`src/rtl/jk_pkg.sv`:
```
// jk_pkg: JK command encodings and the helper that picks a command for a cur->nxt cell transition
package jk_pkg;
    localparam logic [1:0] JK_HOLD   = 2'b00;
    localparam logic [1:0] JK_RESET  = 2'b01;
    localparam logic [1:0] JK_SET    = 2'b10;
    localparam logic [1:0] JK_TOGGLE = 2'b11;
    function automatic logic [1:0] jk_cmd(input logic cur, input logic nxt);
        return (cur == nxt) ? JK_HOLD : (nxt ? JK_SET : JK_RESET);
    endfunction
endpackage

```
`src/rtl/jk_cell.sv`:
```
// jk_cell: one JK flip-flop bit with async active-high reset and complementary output
module jk_cell (
    input  logic clk,
    input  logic rst,
    input  logic j,
    input  logic k,
    output logic q,
    output logic q_n
);
    always_ff @(posedge clk or posedge rst)
        if (rst) q <= 1'b0;
        else     q <= (j & k) ? ~q : j ? 1'b1 : k ? 1'b0 : q;
    assign q_n = ~q;
endmodule

```
`src/rtl/jk_mod_counter.sv`:
```
// jk_mod_counter: modulo-MOD up/down counter with clamped parallel load, built from JK cells
module jk_mod_counter
    import jk_pkg::*;
#(
    parameter int WIDTH = 4,
    parameter int MOD   = 10
) (
    input  logic             input_clock1_c_1,
    input  logic             input_input_switch2_reset_2,
    input  logic             input_input_switch3_enable_3,
    input  logic             input_input_switch4_up_down_4,
    input  logic             input_input_switch5_load_5,
    input  logic [WIDTH-1:0] input_input_bus6_d_6,
    output logic [WIDTH-1:0] output_led1_q_7,
    output logic [WIDTH-1:0] output_led2_q_n_8,
    output logic             output_led3_tc_9
);
    if (WIDTH < 2 || WIDTH > 16 || MOD < 2 || MOD > (1 << WIDTH)) begin : g_bad_param
        $error("jk_mod_counter: WIDTH or MOD out of range");
    end
    logic             clk, rst, en, up, ld;
    logic [WIDTH-1:0] q, q_n, dc, wv, j, k, m;
    logic             at_max, at_zero, over, wrap;
    assign clk     = input_clock1_c_1;
    assign rst     = input_input_switch2_reset_2;
    assign en      = input_input_switch3_enable_3;
    assign up      = input_input_switch4_up_down_4;
    assign ld      = input_input_switch5_load_5;
    assign at_max  = int'(q) == MOD - 1;
    assign at_zero = q == '0;
    assign over    = int'(q) >= MOD;
    assign dc      = int'(input_input_bus6_d_6) >= MOD ? WIDTH'(MOD - 1) : input_input_bus6_d_6;
    assign wrap    = up ? (at_max | over) : (at_zero | over);
    assign wv      = up ? '0 : WIDTH'(MOD - 1);
    always_comb begin
        j = '0;
        k = '0;
        m = '0;
        if (ld) begin
            j = dc;
            k = ~dc;
        end else if (en) begin
            for (int i = 0; i < WIDTH; i++) begin
                m = (WIDTH'(1) << i) - WIDTH'(1);
                {j[i], k[i]} = wrap ? jk_cmd(q[i], wv[i])
                                    : {2{up ? ((q & m) == m) : ((q & m) == '0)}};
            end
        end
    end
    for (genvar g = 0; g < WIDTH; g++) begin : g_cell
        jk_cell u_cell (.clk(clk), .rst(rst), .j(j[g]), .k(k[g]), .q(q[g]), .q_n(q_n[g]));
    end
    assign output_led1_q_7   = q;
    assign output_led2_q_n_8 = q_n;
    assign output_led3_tc_9  = en & ~ld & ~rst & (up ? at_max : at_zero);
endmodule

```
`config.mk`:
```
export PLATFORM = sky130hd
export DESIGN_NAME = jk_mod_counter
export DESIGN_NICKNAME = d
export VERILOG_FILES = /design/src/rtl/jk_pkg.sv /design/src/rtl/jk_cell.sv /design/src/rtl/jk_mod_counter.sv
export SDC_FILE = /design/constraint.sdc
export NUM_CORES = 1
export LEC_CHECK = 0
export ABC_AREA = 1
export CORE_MARGIN = 2
export CORE_UTILIZATION = 39
export DETAILED_ROUTE_END_ITERATION = 10
export MAX_ROUTING_LAYER = met4
export PLACE_DENSITY = 0.73
export SLEW_MARGIN = 20
export SYNTH_ARGS = -nofsm -noshare
export SYNTH_HDL_FRONTEND = slang
export SYNTH_SLANG_ARGS = --single-unit
```
`constraint.sdc`:
```
create_clock -name input_clock1_c_1 -period 1.24 [get_ports input_clock1_c_1]
set_input_delay 0.31 -clock input_clock1_c_1 [delete_from_list [all_inputs] [get_ports input_clock1_c_1]]
set_output_delay 0.31 -clock input_clock1_c_1 [all_outputs]
set_load 0.02 [all_outputs]
```
# After elaboration in Yosys (flattened, before gate mapping)
# Index checks and enable logic that the tools add are counted.
# Widths: inputs -> output; s select.
[word_totals]
out_inout_bits = 9
elab_cells = 72
input_bits = 9
reg_bits = 4
[classes]
order_cmp = 2
bitwise = 16
eq_ne = 7
n_reduce_logical = 8
mux = 35
[ops]
columns = ["op", "n"]
rows = [
  ["$mux 2", 12],
  ["$mux 4", 6],
  ["$mux 1", 17],
  ["$logic_not 4->1", 4],
  ["$reduce_bool 3->1", 4],
  ["$ge 4x4->1 const B", 2],
  ["$and 1x1->1", 7],
  ["$not 1->1", 6],
  ["$eq 1x1->1", 4],
  ["$eq 4x4->1 const B", 1],
  ["$not 4->4", 1],
  ["$eq 3x3->1 const B", 1],
  ["$eq 2x2->1 const B", 1],
  ["$or 1x1->1", 2],
]

# Logic depth before layout (Yosys ltp)
# Gate-level depths: netlist of run 1.
[depth]
ltp_word = 9
ltp_mapped = 9
depth_no_buf = 9

# Hierarchy
# Synthesis of run 1 repeated with hierarchy kept, for this count alone.
[hier_totals]
hier_cells = 88
hier_area_um2 = 520.5
[modules_own_cells]
columns = ["mod", "cells_each", "n_inst", "area_per_inst_um2", "seq_area_each_um2"]
rows = [
  ["jk_mod_counter", 60, 1, 310.3, 0.0],
  ["jk_cell", 7, 4, 52.6, 25.0],
]

# Worst setup path before layout of run 1
# OpenSTA, ideal clock, no wires.
[synth_timing]
path_type = "in2out"
from = "input g_cell[0].u_cell.q"
to = "output output_led3_tc_9"
arrival_ns = 1.255
slack_ns = -0.325
n_path_buf = 0
t_required_ns = 0.930
path_stages = 6
path_cell_list = "dfrtp_1 > nor2_1 > nand2_1 > nand2_1 > nand2_1 > nor3_1"
[synth_via]
elab_chain_cells = 3
elab_cells_between_ends = 4
classes_between = "eq/ne (1); mux (1); bitwise (1); reduce/logical (1)"
[synth_lines]
columns = ["element", "line", "source"]
rows = [
  ["start, declared", "jk_cell.sv:7", "output logic q,"],
  ["$eq 4x4->1 or $logic_not 4->1 (tied branches)", "jk_mod_counter.sv:29, jk_mod_counter.sv:30", ""],
  ["$mux 1 *", "jk_mod_counter.sv:55", "assign output_led3_tc_9 = en & ~ld & ~rst & (up ? at_max : at_zero);"],
  ["$and 1x1->1 *", "jk_mod_counter.sv:55", ""],
  ["end, declared", "jk_mod_counter.sv:16", "output logic output_led3_tc_9"],
]
# Mark *: on every way between the ends. The rest lies on a longest branch, timed or not.

# Worst setup path in the final report of run 1
# Same ends and word-level chain as after synthesis.

==> results by stage, run 1 <==
Flow run:
- The tool flagged a number of max-cap violations equal to 0.

Timing:
- For the pin with the worst max-slew slack, the measured transition is 209 ps.
- The relative slew slack is about 86%.
- The worst clock skew is roughly 13 ps.
- The maximum operating frequency is 0.613 GHz.
- The count of final max-slew check failures is 0.
- The hold violation count in the final report is 0.
- The worst-case setup margin in the final layout is -393 ps.
- The number of setup violations in the final report is 13.
- The clock period minus worst slack is about 1600 ps.
- Setup repair after global routing could not meet its margin everywhere.
- The share of the clock period used by the worst path after layout is 132%.

Floorplanning:
- The y dimension of the die is about 41 um.
- The initial core utilization is 41.1%.
- The floorplan step defined a die boundary enclosing 1650 um2.
- The initialized floorplan defines 13 standard-cell rows.
- In this run the standard cell core region covers about 1300 um2.
- The die is around 40 um wide.
- Pin placement for this block handled 18 I/O pins.

Layout:
- Counting the fill cells in the layout gives 91.
- Of the cells placed in the final design, the portion with a size suffix greater than 1 is between 50% and 60%.
- The register with the most flip-flops in the layout has 4 of them.
- In the final layout, the registers with the most flip-flops are g_cell.u_cell.q x4.
- The largest register by flop count is g_cell.u_cell.q.
- The post-route non-filler standard cell count is between 100 and 150.
- The layout net count is 139.
- The library cells used most frequently in the layout, excluding fill and tap cells, are sky130_fd_sc_hd__nand2_1 (21), sky130_fd_sc_hd__buf_4 (21), sky130_fd_sc_hd__buf_6 (14), sky130_fd_sc_hd__inv_1 (7).
- The repair_antennas step left the layout with diodes totalling 0.
- The layout overhead on the synthesized area is 86.6%.

Place:
- Routability-driven placement finished with a final weighted congestion of just over 0.9.
- The post-DP HPWL is around 1.1 mm.
- The count of input and output buffers is 17.
- The number of cells in the design after placement is between 100 and 150.

Critical path:
- The family with the most delay on the worst path is simple AND/OR/NAND/NOR gates.
- Counting both buffers and inverters, the worst setup path holds a total of 2.
- For this design, the slowest cell found on the critical path is sky130_fd_sc_hd__dfrtp_2.
- The critical path goes through inv_2, nor2_2, nand2_1, nand2_1, nand2_2, nor3_4, buf_6.
- For this run, the slowest stage of the critical path takes ~400 ps.
- The worst register-to-register path begins at g_cell[1].u_cell.q.
- The endpoint type of the worst setup path is a primary output.
- The end of the worst register-to-register path is g_cell[0].u_cell.q.
- The number of cell instances on the worst register-to-register path is 8.
- The data required time at the worst endpoint is just over 900 ps.
- The data arrival time at the worst-slack endpoint is ~1300 ps.
- The critical path class is flop to primary output.
- The critical path startpoint category is a flop.
- Among the stages of the critical path, the cell type that occurs most often is sky130_fd_sc_hd__nand2_1.
- The worst register-to-register path has a setup slack of -240 ps.
- Of all nets on the critical path, the largest fanout is 3.

Pwr:
- The overall power consumption is around 1.3 mW.
- Across the VDD grid, the largest voltage drop is approximately 0.87 mV.
- The areal power density over the cells is 1310 nW/um2.
- The leakage dissipation is between 0.5 and 0.6 nW.

Drt:
- The number of nets still failing antenna checks after routing is 0.
- Summing over every cut layer, the via total after detailed routing is approximately 660.
- The remaining routing DRC violations is 0.
- The mean routed wirelength per cell is between 10 and 15 um.
- The via density per instance is around 4.7.
- For this block, the initial DRC count from the detailed router was 10.
- The aggregate routed wire length is 1.61 mm.
- The first detailed-routing pass took 3 iterations.

Logic synthesis:
- Ranked by total cell area, the synthesized netlist is headed by sky130_fd_sc_hd__dfrtp_1 (19%), sky130_fd_sc_hd__nand2_1 (17%), sky130_fd_sc_hd__buf_4 (12%), sky130_fd_sc_hd__nor2_1 (7.9%), sky130_fd_sc_hd__inv_1 (6.5%).
- After Yosys synthesis, XOR and XNOR cells account for 0% of the synthesized area.
- The average cell area after synthesis is around 6 um2.
- In this run the cell area of the synthesized design comes to around 520 um2.
- The fraction of synthesized cell area taken by the top area cell type is a little under a fifth.
- The share of synthesized cell area in full adder, half adder and majority cells is under 10%.
- The gate count after technology mapping is 88.
- The multiplexer share of the synthesized area is 0%.
- The number of synthesized register bits is 4.
- The synthesized design spends more area on one cell type than any other, namely sky130_fd_sc_hd__dfrtp_1.
- The count of yosys warnings during synthesis is 0.
- The netlist uses 19 different library cells.
- The area fraction in compound gates after synthesis is a little under an eighth.
- The number of nets handed over by synthesis was just under 100.
- The largest family of logic cells by synthesized area is simple AND/OR/NAND/NOR gates.
- The sequential area share after synthesis is around a fifth.
- The simple-gate area share of the yosys netlist is approximately two fifths.

GRT:
- The number of antenna violations at the first check in global routing came to 0.
- The total global-route track usage is between 20% and 30%.
- The number of global-route vias before repair was about 630.
- The overall overflow remaining after global route is 0.
- The first-pass GRT wire length is 2.36 mm.
- The largest net degree at the start of global routing is 7.

Clock tree:
- The total clock buffers created by CTS is 3.
- After clock tree synthesis, the clock-pin slew on the worst setup and hold paths is 50 ps.
- The maximum root-to-sink buffer count is 2.
- The CTS H-tree depth is 1.
- The clock latency on the worst-skew pair is between 200 and 250 ps.
- The clock tree from TritonCTS is done.
- The clock drives 4 sinks.
- The cell sitting at the root of the clock tree is a sky130_fd_sc_hd__clkbuf_4.

Outcome:
- The run finished, with violations left.
- The checks that failed: setup timing.

Min path:
- The worst hold path class is primary input to asynchronous set/reset pin.
metal layers:
layer | share of wire, % | routed length [um] | GRT usage (%)
met5 | 0 | 0 | -
met4 | 0 | 0 | 2.50
met3 | 3.8 | 61 | 6.67
met2 | 53 | 858 | 42.5
met1 | 43 | 693 | 23.1
synthesized netlist by cell type (all sizes together):
cell and number:
a21oi 5, buf 8, clkinv 1, dfrtp 4, ha 2, inv 14, nand2 25, nand3 8
nor2 13, nor3 1, o21a 1, o21ai 5, or2 1
timing repair:
| action | in CTS | in global routing |
|---|---|---|
| hold endpoints to repair | 0 | 0 |
| hold buffers | 0 | 0 |
| setup endpoints to repair | 13 | 13 |
| pin swaps | 19 | 15 |
| resized for setup | 68 | 13 |
| setup buffers | 9 | 5 |
layout make-up:
class                   instances  area (um2)  area share, %
clock buffers                   4        26.3           2.70
inverters                      15        61.3           6.30
multi-input cells              61         372           38.2
flip-flops and latches          4         103           10.5
well taps                      15        18.8           1.93
repair buffers                 43         393           40.4
worst reg2reg max path, cell delays in order (launching register included):
cell                      delay, ps
sky130_fd_sc_hd__dfrtp_2        440
sky130_fd_sc_hd__buf_4          140
sky130_fd_sc_hd__buf_4          140
sky130_fd_sc_hd__nor2_4         120
sky130_fd_sc_hd__nand3_2        110
sky130_fd_sc_hd__nand3_4        150
sky130_fd_sc_hd__nand2_2         70
sky130_fd_sc_hd__a21oi_2        130
sky130_fd_sc_hd__nand2_1         70
where the power goes:
group | internal [mW] | total (mW) | switching, mW
Clock | 0.121 | 0.181 | 0.0597
Combinational | 0.454 | 0.892 | 0.438
Sequential | 0.161 | 0.204 | 0.0426
kinds of logic after synthesis:
logic type / Yosys count
AO/OA/AOI/OAI: 11
AND/OR/NAND/NOR: 48
adder cells (fa/ha/maj): 2
flip-flops: 4
buffers and inverters: 23
stage by stage:
step | hold WS, ps | setup slack, ps | setup TNS [ps] | util [%] | instance area (um2)
final | 330 | -393 | -2250 | 76.7 | 973
after global routing | 348 | -481 | -2900 | 76.7 | 973
after CTS | 335 | -374 | -2100 | 72.7 | 922
after detailed placement | 596 | -914 | -4470 | 62.5 | 793
after global placement | 592 | -912 | -4350 | 62.5 | 793
after floorplan | 76.0 | -106 | -106 | - | 544
worst max-delay path by stage:
stage | start | endpoint | slack, ps | cells after the start
2_1_floorplan | g_cell[0].u_cell.q | output_led3_tc_9 | -110 | 5
3_3_place_gp | input_input_switch3_enable_3 | output_led3_tc_9 | -910 | 6
3_5_place_dp | input_input_switch3_enable_3 | output_led3_tc_9 | -910 | 6
4_1_cts | g_cell[0].u_cell.q | output_led3_tc_9 | -370 | 7
5_1_grt | g_cell[0].u_cell.q | output_led3_tc_9 | -480 | 7
6_report | g_cell[0].u_cell.q | output_led3_tc_9 | -390 | 7
No activity file was read; power rests on OpenSTA's default activity.
==> run 2: changes to the inputs <==
--- a/config.mk
+++ b/config.mk
@@ -9,9 +9,9 @@
 export CORE_MARGIN = 2
 export CORE_UTILIZATION = 39
 export DETAILED_ROUTE_END_ITERATION = 10
-export MAX_ROUTING_LAYER = met4
 export PLACE_DENSITY = 0.73
 export SLEW_MARGIN = 20
 export SYNTH_ARGS = -nofsm -noshare
 export SYNTH_HDL_FRONTEND = slang
+export SYNTH_HIERARCHICAL = 1
 export SYNTH_SLANG_ARGS = --single-unit
==> run 2 against run 1 <==
Against the previous run: the flow still finishes with violations (setup timing); via count up 20%; wire length up 32%; highest routed layer is now met4; hold slack better by 120 ps; first-iteration DRC count up 130%; register-to-register slack worse by 110 ps; die area down 0.22%; setup slack better by 21 ps; clock-buffer cell count down 1; maximum frequency up 1.3%.
==> results by stage, run 2 <==
Layout:
- The final layout contains roughly 160 nets.
- The top cell types in the final layout, fill and taps aside, are sky130_fd_sc_hd__buf_4 (27), sky130_fd_sc_hd__nand2_1 (18), sky130_fd_sc_hd__buf_6 (17), sky130_fd_sc_hd__nand2_2 (15), sky130_fd_sc_hd__inv_1 (15).
- The most frequent standard cell in the layout excluding fill and tap cells is sky130_fd_sc_hd__buf_4.
- In the final layout, the registers with the most flip-flops are g_cell.u_cell/q x4.
- The flip-flop count of the largest register, all copies and words added is 4.
- After filler insertion, the fill cell instance count of the layout stands at 63.
- The proportion of layout cells with a drive suffix above 1 is about three fifths.
- The repair_antennas step left the layout with diodes totalling 0.
- The layout overhead on the synthesized area is 110%.
- After routing the design area is ~1100 um2.
- More flip-flops sit in one register than any other, and that register is g_cell.u_cell/q.

Logic synthesis:
- Counting every net in the synthesized netlist gives between 90 and 100.
- The largest total area in the synthesized netlist belongs to sky130_fd_sc_hd__dfrtp_1.
- The sequential area share after synthesis is 19.2%.
- The fraction of synthesized cell area taken by the top area cell type is 19.2%.
- For this run, the number of Yosys warnings is 6.
- The post-synthesis cell area is 520 um2.
- Synthesis instantiated 15 different standard cells from the library.
- The cell count after synthesis came out at 88.
- For this run, the leading register cell type out of synthesis is sky130_fd_sc_hd__dfrtp_1.
- Ranked by total cell area, the synthesized netlist is headed by sky130_fd_sc_hd__dfrtp_1 (19%), sky130_fd_sc_hd__nand2_1 (16%), sky130_fd_sc_hd__nand2_2 (13%), sky130_fd_sc_hd__inv_1 (13%), sky130_fd_sc_hd__nand3_1 (5.8%).
- Counting flops with a built-in enable in the synthesized netlist gives 0.
- Synthesis inferred 4 register bits.
- By count the netlist is led by sky130_fd_sc_hd__nand2_1 (22), sky130_fd_sc_hd__inv_1 (18), sky130_fd_sc_hd__nand2_2 (11), sky130_fd_sc_hd__nand3_1 (6), sky130_fd_sc_hd__o21ai_0 (5).
- Counting flops with an async set or reset pin after synthesis yields a share of 100%.
- The average cell area after synthesis is around 5.9 um2.
- sky130_fd_sc_hd__nand2_1 is the most common cell in the netlist.

Timing:
- The worst-case setup margin in the final layout is -371 ps.
- Setup repair after global routing could not meet its margin everywhere.
- The worst pin sits at a relative slew slack of a little over 80%.
- The number of setup violations in the final report is 12.
- For this run, the top clock speed supported by timing is 0.621 GHz.
- The final critical path takes up 130% of the cycle.
- The hold violation count in the final report came to 0.
- After layout, the minimum clock period comes to about 1600 ps.
- The count of final max-slew check failures was 0.
- The clock arrives with around 3.6 ps of skew.
- The transition at the pin with the smallest max-transition slack is ~260 ps.

Critical path:
- The number of cells on the critical path is 6.
- The worst setup path is captured at a primary output.
- The number of buffers and inverters on the critical path is 1.
- The number of cell instances on the worst register-to-register path is 13.
- The data arrival time at the worst-slack endpoint is 1300 ps.
- For this run, the slowest stage of the critical path takes around 420 ps.
- The slowest stage cell on the critical path is sky130_fd_sc_hd__dfrtp_2.
- Walking the worst path, the cells encountered are nor2_4, nand3_2, nand2_2, nand2_2, nor2_4, buf_6.
- The worst-path maximum fanout is 3.
- STA classifies the critical path startpoint as a flop.
- The critical path class is flop to primary output.
- On the critical path the largest part of the delay comes from simple AND/OR/NAND/NOR gates.
- The data required time at the worst endpoint is slightly above 900 ps.

GRT:
- The largest net degree at the start of global routing is 8.
- The first-pass GRT wire length is ~2.6 mm.
- The number of antenna violations at the first check in global routing is 0.
- The number of global-route vias before repair is about 700.
- The total global-route track usage is about a quarter.
- The total overflow left after global routing is 0.

Floorplanning:
- For this design the top-level I/O count stands at 18.
- The initial core utilization is between 40% and 50%.
- The y dimension of the die is between 40 and 50 um.
- The core region is around 1300 um2.
- The total number of placement rows is 13.
- The floorplan step set the die width to 40.5 um.
- The area of the die is ~1600 um2.

Place:
- The count of input and output buffers is 17.
- The post-DP HPWL is 1.12 mm.
- After detailed placement, the total cell area comes to around 850 um2.
- The final weighted congestion of routability-driven global placement is between 0.8 and 0.9.

Clock tree:
- The clock tree from TritonCTS is done.
- After clock tree synthesis, the clock-pin slew on the worst setup and hold paths is roughly 40 ps.
- CTS built an H-tree with a depth of 1.
- The total clock buffers created by CTS is 3.
- The clock reaches the later pin of the worst-skew pair after between 200 and 250 ps.
- The maximum root-to-sink buffer count is 2.
- The total number of clock tree sinks is 4.
- The number of hold buffers added after cts is 0.
- The cell sitting at the root of the clock tree is a sky130_fd_sc_hd__clkbuf_4.

Drt:
- The via density per instance is 5.03.
- The total iterations of the first detailed-routing run is 4.
- After the first detailed-routing iteration, the DRC count stood at 23.
- The mean routed wirelength per cell is 13.5 um.
- The count of vias placed by the detailed router is approximately 790.
- The remaining routing DRC violations is 0.
- Wires add up to 2.13 mm.
- The number of nets still failing antenna checks after routing is 0.

Pwr:
- The analysis attributes to cell leakage a power of 0.599 nW.
- VDD sags by at most about 1.5 mV.
- Power spread over the standard cell area amounts to ~2300 nW/um2.
- The completed layout was analyzed and its total power is between 2 and 3 mW.

Outcome:
- The flow ran to the end, but the final reports show violations.
- The final reports fail on setup timing.

Flow run:
- The number of maximum-capacitance constraint violations is 0.

Min path:
- The min-delay analysis places its worst path in the category primary input to asynchronous set/reset pin.
[run 2: cell count changes after synthesis, moves of 2 or more]
cell	delta
sky130_fd_sc_hd__nand3_2	+2
sky130_fd_sc_hd__a21oi_1	-4
sky130_fd_sc_hd__buf_4	-8
sky130_fd_sc_hd__o21ai_0	+5
sky130_fd_sc_hd__nor2_1	-7
sky130_fd_sc_hd__nor2_4	+2
sky130_fd_sc_hd__inv_1	+9
sky130_fd_sc_hd__nand2_2	+10
sky130_fd_sc_hd__nand2_1	-2
[run 2: final timing paths]
check                                            startpoint                 end  slack [ps]
min in group input_clock1_c_1            g_cell[3].u_cell/q  g_cell[3].u_cell/q         790
worst min-delay path            input_input_switch2_reset_2  g_cell[1].u_cell/q         450
worst max register to register           g_cell[1].u_cell/q  g_cell[3].u_cell/q        -350
worst min register to register           g_cell[3].u_cell/q  g_cell[3].u_cell/q         790
worst max-delay path                     g_cell[1].u_cell/q    output_led3_tc_9        -370
max in group asynchronous       input_input_switch2_reset_2  g_cell[2].u_cell/q         670
[run 2: stage by stage]
step           setup slack (ps)  utilization [%]  hold WS (ps)  instances  setup TNS, ps
5_1_grt                    -424             86.3           468        158          -2580
4_1_cts                    -331             82.1           449        154          -1450
3_5_place_dp               -960             67.0           645        136          -4870
2_1_floorplan              -130                -          38.7         88           -294
6_report                   -371             86.3           454        158          -2050
3_3_place_gp               -918             67.0           643        136          -4620
[run 2: where the power goes]
| part | leakage (nW) | total (mW) | switching, mW | internal [mW] |
|---|---|---|---|---|
| sequential | 0.0447 | 0.292 | 0.0869 | 0.205 |
| clock | 0.0138 | 0.169 | 0.0603 | 0.109 |
| combinational | 0.540 | 2.11 | 1.02 | 1.09 |
| total | 0.599 | 2.57 | 1.17 | 1.41 |
[run 2: cell families (layout without fill, tap and decap cells)]
group	after synthesis	count (layout)	synth area share, %
buffers and inverters	22	77	15.9
flip-flops	4	4	19.2
AND/OR/NAND/NOR	49	49	49.0
AO/OA/AOI/OAI	11	11	11.1
adder cells (fa/ha/maj)	2	2	4.81
[run 2: final cells by class]
type	count	area, um2	area share, %
clock buffer	3	22.5	2.06
multi-input combinational	62	383	35.0
timing repair buffer	52	473	43.2
sequential	4	105	9.60
inverter	22	92.6	8.46
tap	15	18.8	1.71
[run 2: timing repair]
item / CTS / global route
gates resized for setup: 70 / 7
setup endpoints to repair: 13 / 13
setup buffers: 16 / 4
pin swaps: 9 / 2
[run 2: tightest hold or removal path: stages]
cell and delay (ps):
sky130_fd_sc_hd__clkdlybuf4s50_1 470, sky130_fd_sc_hd__buf_4 180, sky130_fd_sc_hd__inv_1 60
[run 2: per-layer routing]
| layer | track usage, % | part of all wire, % | vias up |
|---|---|---|---|
| met3 | 5.56 | 5.0 | 6 |
| met4 | 14.2 | 1.7 | 0 |
| met5 | 0 | 0 | - |
| met1 | 24.0 | 40 | 376 |
| li1 | - | - | 380 |
| met2 | 44.4 | 53 | 32 |
==> run 3: changes to the inputs <==
--- a/config.mk
+++ b/config.mk
@@ -6,10 +6,10 @@
 export NUM_CORES = 1
 export LEC_CHECK = 0
 export ABC_AREA = 1
-export CORE_MARGIN = 2
-export CORE_UTILIZATION = 39
+export CORE_AREA = 2 2 39 41
 export DETAILED_ROUTE_END_ITERATION = 10
-export PLACE_DENSITY = 0.73
+export DIE_AREA = 0 0 41 43
+export PLACE_DENSITY = 0.71
 export SLEW_MARGIN = 20
 export SYNTH_ARGS = -nofsm -noshare
 export SYNTH_HDL_FRONTEND = slang
==> constraint.sdc (replaced) <==
create_clock -name input_clock1_c_1 -period 2.03 [get_ports input_clock1_c_1]
set_input_delay 0.406 -clock input_clock1_c_1 [delete_from_list [all_inputs] [get_ports input_clock1_c_1]]
set_output_delay 0.406 -clock input_clock1_c_1 [all_outputs]
set_load 0.02 [all_outputs]
==> run 3 against run 2 <==
Against the previous run: the run now ends clean; register-to-register slack better by 900 ps; design area down 25%; critical path depth down 3; total power down 60%; non-clock buffer count down 24; combinational power down 63%; via count down 21%; sequential power down 47%; final cell count down 15%; clock-buffer cell count unchanged; clock power down 43%; critical endpoint is now output_led2_q_n_8[0]; largest power group unchanged; highest routed layer is now met3.
==> results by stage, run 3 (same netlist as run 2, synthesis figures left out) <==
Floorplanning:
- The initialized floorplan defines 14 standard-cell rows.
- The area of the die is 1760 um2.
- From left edge to right edge, the die measures 41 um.
- The y dimension of the die is 43 um.
- The region available for standard cell placement spans about 1400 um2.
- Once the floorplan was initialized, standard cells occupied 37.6% of the core.
- The count of boundary I/O pins is 18.

Drt:
- The DRC marker count from the first detailed-route iteration is 8.
- The aggregate routed wire length is between 1 and 1.5 mm.
- The mean routed wirelength per cell is 9.96 um.
- In the routed design, unresolved DRC markers number 0.
- The total iterations of the first detailed-routing run is 4.
- Across all layers, the routed design uses about 630 vias.
- Dividing the detail-routed via count by the number of cells gives ~4.6.
- In this run the remaining antenna-violating nets after routing total 0.

Timing:
- The share of the clock period used by the worst path after layout is between 90% and 100%.
- Setup repair after global routing left no endpoint under its margin.
- The hold violation count in the final report is 0.
- The smallest clock period supported by the final layout is computed as ~1900 ps.
- Setup violations remaining at the end of the flow were counted as 0.
- The relative slew slack is 82.7%.
- The maximum operating frequency is ~0.54 GHz.
- Hold is met by 490 ps.
- The count of final max-slew check failures is 0.
- At the pin with the least slew margin, the transition time is between 200 and 300 ps.
- Clock skew on the completed layout was measured at roughly 1.8 ps.

Clock tree:
- The maximum root-to-sink buffer count is 2.
- Clock latency on the worst-skew pair, taken at its later pin, is about 230 ps.
- The tree is rooted in a sky130_fd_sc_hd__clkbuf_4.
- In this run, CTS created clock tree buffers numbering 3.
- Clock-pin slew was measured on the worst setup and hold paths at ~40 ps.
- Clock tree synthesis found a total of 4 sinks.
- CTS built an H-tree with a depth of 1.
- TritonCTS built the clock tree.
- The number of hold buffers added after CTS was 0.

Layout:
- The filler cells instantiated in the layout total 142.
- The post-route netlist has 31.1% of its cells at a drive strength greater than 1.
- The post-layout instance area is roughly 820 um2.
- The number of antenna diodes in the final layout is 0.
- The library cells used most frequently in the layout, excluding fill and tap cells, are sky130_fd_sc_hd__nand2_1 (22), sky130_fd_sc_hd__inv_1 (18), sky130_fd_sc_hd__clkdlybuf4s50_1 (15), sky130_fd_sc_hd__nand2_2 (11), sky130_fd_sc_hd__buf_4 (11).
- The layout overhead on the synthesized area is 56.7%.
- The largest register by flop count is g_cell.u_cell/q.
- The layout net count is 132.
- Leaving out fill and tap cells, the most frequent cell in the layout is sky130_fd_sc_hd__nand2_1.
- The register with the most flip-flops in the layout has 4 of them.
- In the final layout, the registers with the most flip-flops are g_cell.u_cell/q x4.

Critical path:
- The buffers plus inverters on the worst setup path is 3.
- STA classifies the critical path startpoint as a flop.
- Data on the critical path arrives at its endpoint at approximately 1500 ps.
- The critical path class is flop to primary output.
- The endpoint type of the worst setup path is a primary output.
- In this design, the stage delay of the slowest critical-path cell is 590 ps.
- The critical path goes through buf_4, inv_2, clkdlybuf4s50_1.
- Of all nets on the critical path, the largest fanout is 6.
- The slowest stage cell on the critical path is sky130_fd_sc_hd__clkdlybuf4s50_1.
- The family with the most delay on the worst path is buffers and inverters.
- Data on the critical path is required at its endpoint by roughly 1600 ps.

Place:
- The count of input and output buffers is 17.
- The final weighted congestion of routability-driven global placement is between 0.7 and 0.8.
- Once placement finished, the instance area stood at roughly 790 um2.
- After legalization and detailed placement, the total HPWL measured approximately 1.1 mm.

GRT:
- The first-pass GRT wire length is 2.15 mm.
- The number of antenna violations at the first check in global routing is 0.
- The overall overflow remaining after global route is 0.
- The number of global-route vias before repair is 550.
- In the global route stage, overall resource usage came out at around 18%.
- Entering global routing, the biggest net connects 8 pins.

Pwr:
- The leakage dissipation is about 0.46 nW.
- VDD sags by at most approximately 0.60 mV.
- The areal power density over the cells is around 1300 nW/um2.

Min path:
- The worst hold path class is primary input to asynchronous set/reset pin.

Outcome:
- The run finished with clean final reports.

Flow run:
- Across the run, the number of max-cap violations was 0.
-- run 3: routing by layer --
layer / up-vias / wire length [um] / GRT usage (%)
li1: 334 / - / -
met1: 279 / 534 / 19.2
met2: 12 / 771 / 33.4
met3: 0 / 39 / 1.57
met4: 0 / 0 / 4.00
met5: - / 0 / 0
-- run 3: area by class of cell --
type / count / area, um2 / share of cell area (%)
Multi-Input combinational cell: 62 / 340 / 41.7
Timing Repair Buffer: 28 / 250 / 30.7
Sequential cell: 4 / 100 / 12.3
Inverter: 22 / 82.6 / 10.1
Clock buffer: 3 / 22.5 / 2.76
Tap cell: 16 / 20.0 / 2.45
-- run 3: through the flow --
step           instances  TNS [ps]  utilization (%)  total power, mW  setup WS (ps)
5_1_grt              135         0             59.0             1.11            127
3_3_place_gp         132      -275             57.3            0.913           -275
2_1_floorplan         88         0                -            0.592            366
4_1_cts              135         0             58.8             1.04           82.9
3_5_place_dp         132      -352             57.3            0.933           -352
6_report             135         0             59.0             1.03            169
-- run 3: final timing paths --
check / startpoint / to / slack [ps] / depth (start not counted)
worst min-delay path: input_input_switch2_reset_2 / g_cell[0].u_cell/q / 490 / 3
worst max register to register: g_cell[2].u_cell/q / g_cell[1].u_cell/q / 550 / 9
worst min register to register: g_cell[1].u_cell/q / g_cell[1].u_cell/q / 680 / 3
max in group asynchronous: input_input_switch2_reset_2 / g_cell[2].u_cell/q / 1450 / 3
min in group input_clock1_c_1: g_cell[1].u_cell/q / g_cell[1].u_cell/q / 680 / 3
worst max-delay path: g_cell[0].u_cell/q / output_led2_q_n_8[0] / 170 / 3
-- run 3: what timing repair did --
item | CTS | global route
setup endpoints to repair | 1 | 1
hold endpoints to repair | 0 | 0
gates resized for setup | 5 | 1
setup buffers | 0 | 0
-- run 3: report_power, final --
part | switching [mW] | internal, mW | total, mW
combinational | 0.443 | 0.339 | 0.782
sequential | 0.0365 | 0.118 | 0.154
clock | 0.0299 | 0.0660 | 0.0959
-- run 3: worst register-to-register path, cell delays in order, from the launching register on --
cell	delay, ps
sky130_fd_sc_hd__dfrtp_1	390
sky130_fd_sc_hd__buf_4	170
sky130_fd_sc_hd__o21ai_1	230
sky130_fd_sc_hd__inv_1	120
sky130_fd_sc_hd__nor2_4	150
sky130_fd_sc_hd__nand2_1	80
sky130_fd_sc_hd__nand3_1	80
sky130_fd_sc_hd__inv_1	40
sky130_fd_sc_hd__nand2_1	60
sky130_fd_sc_hd__nand2_2	50
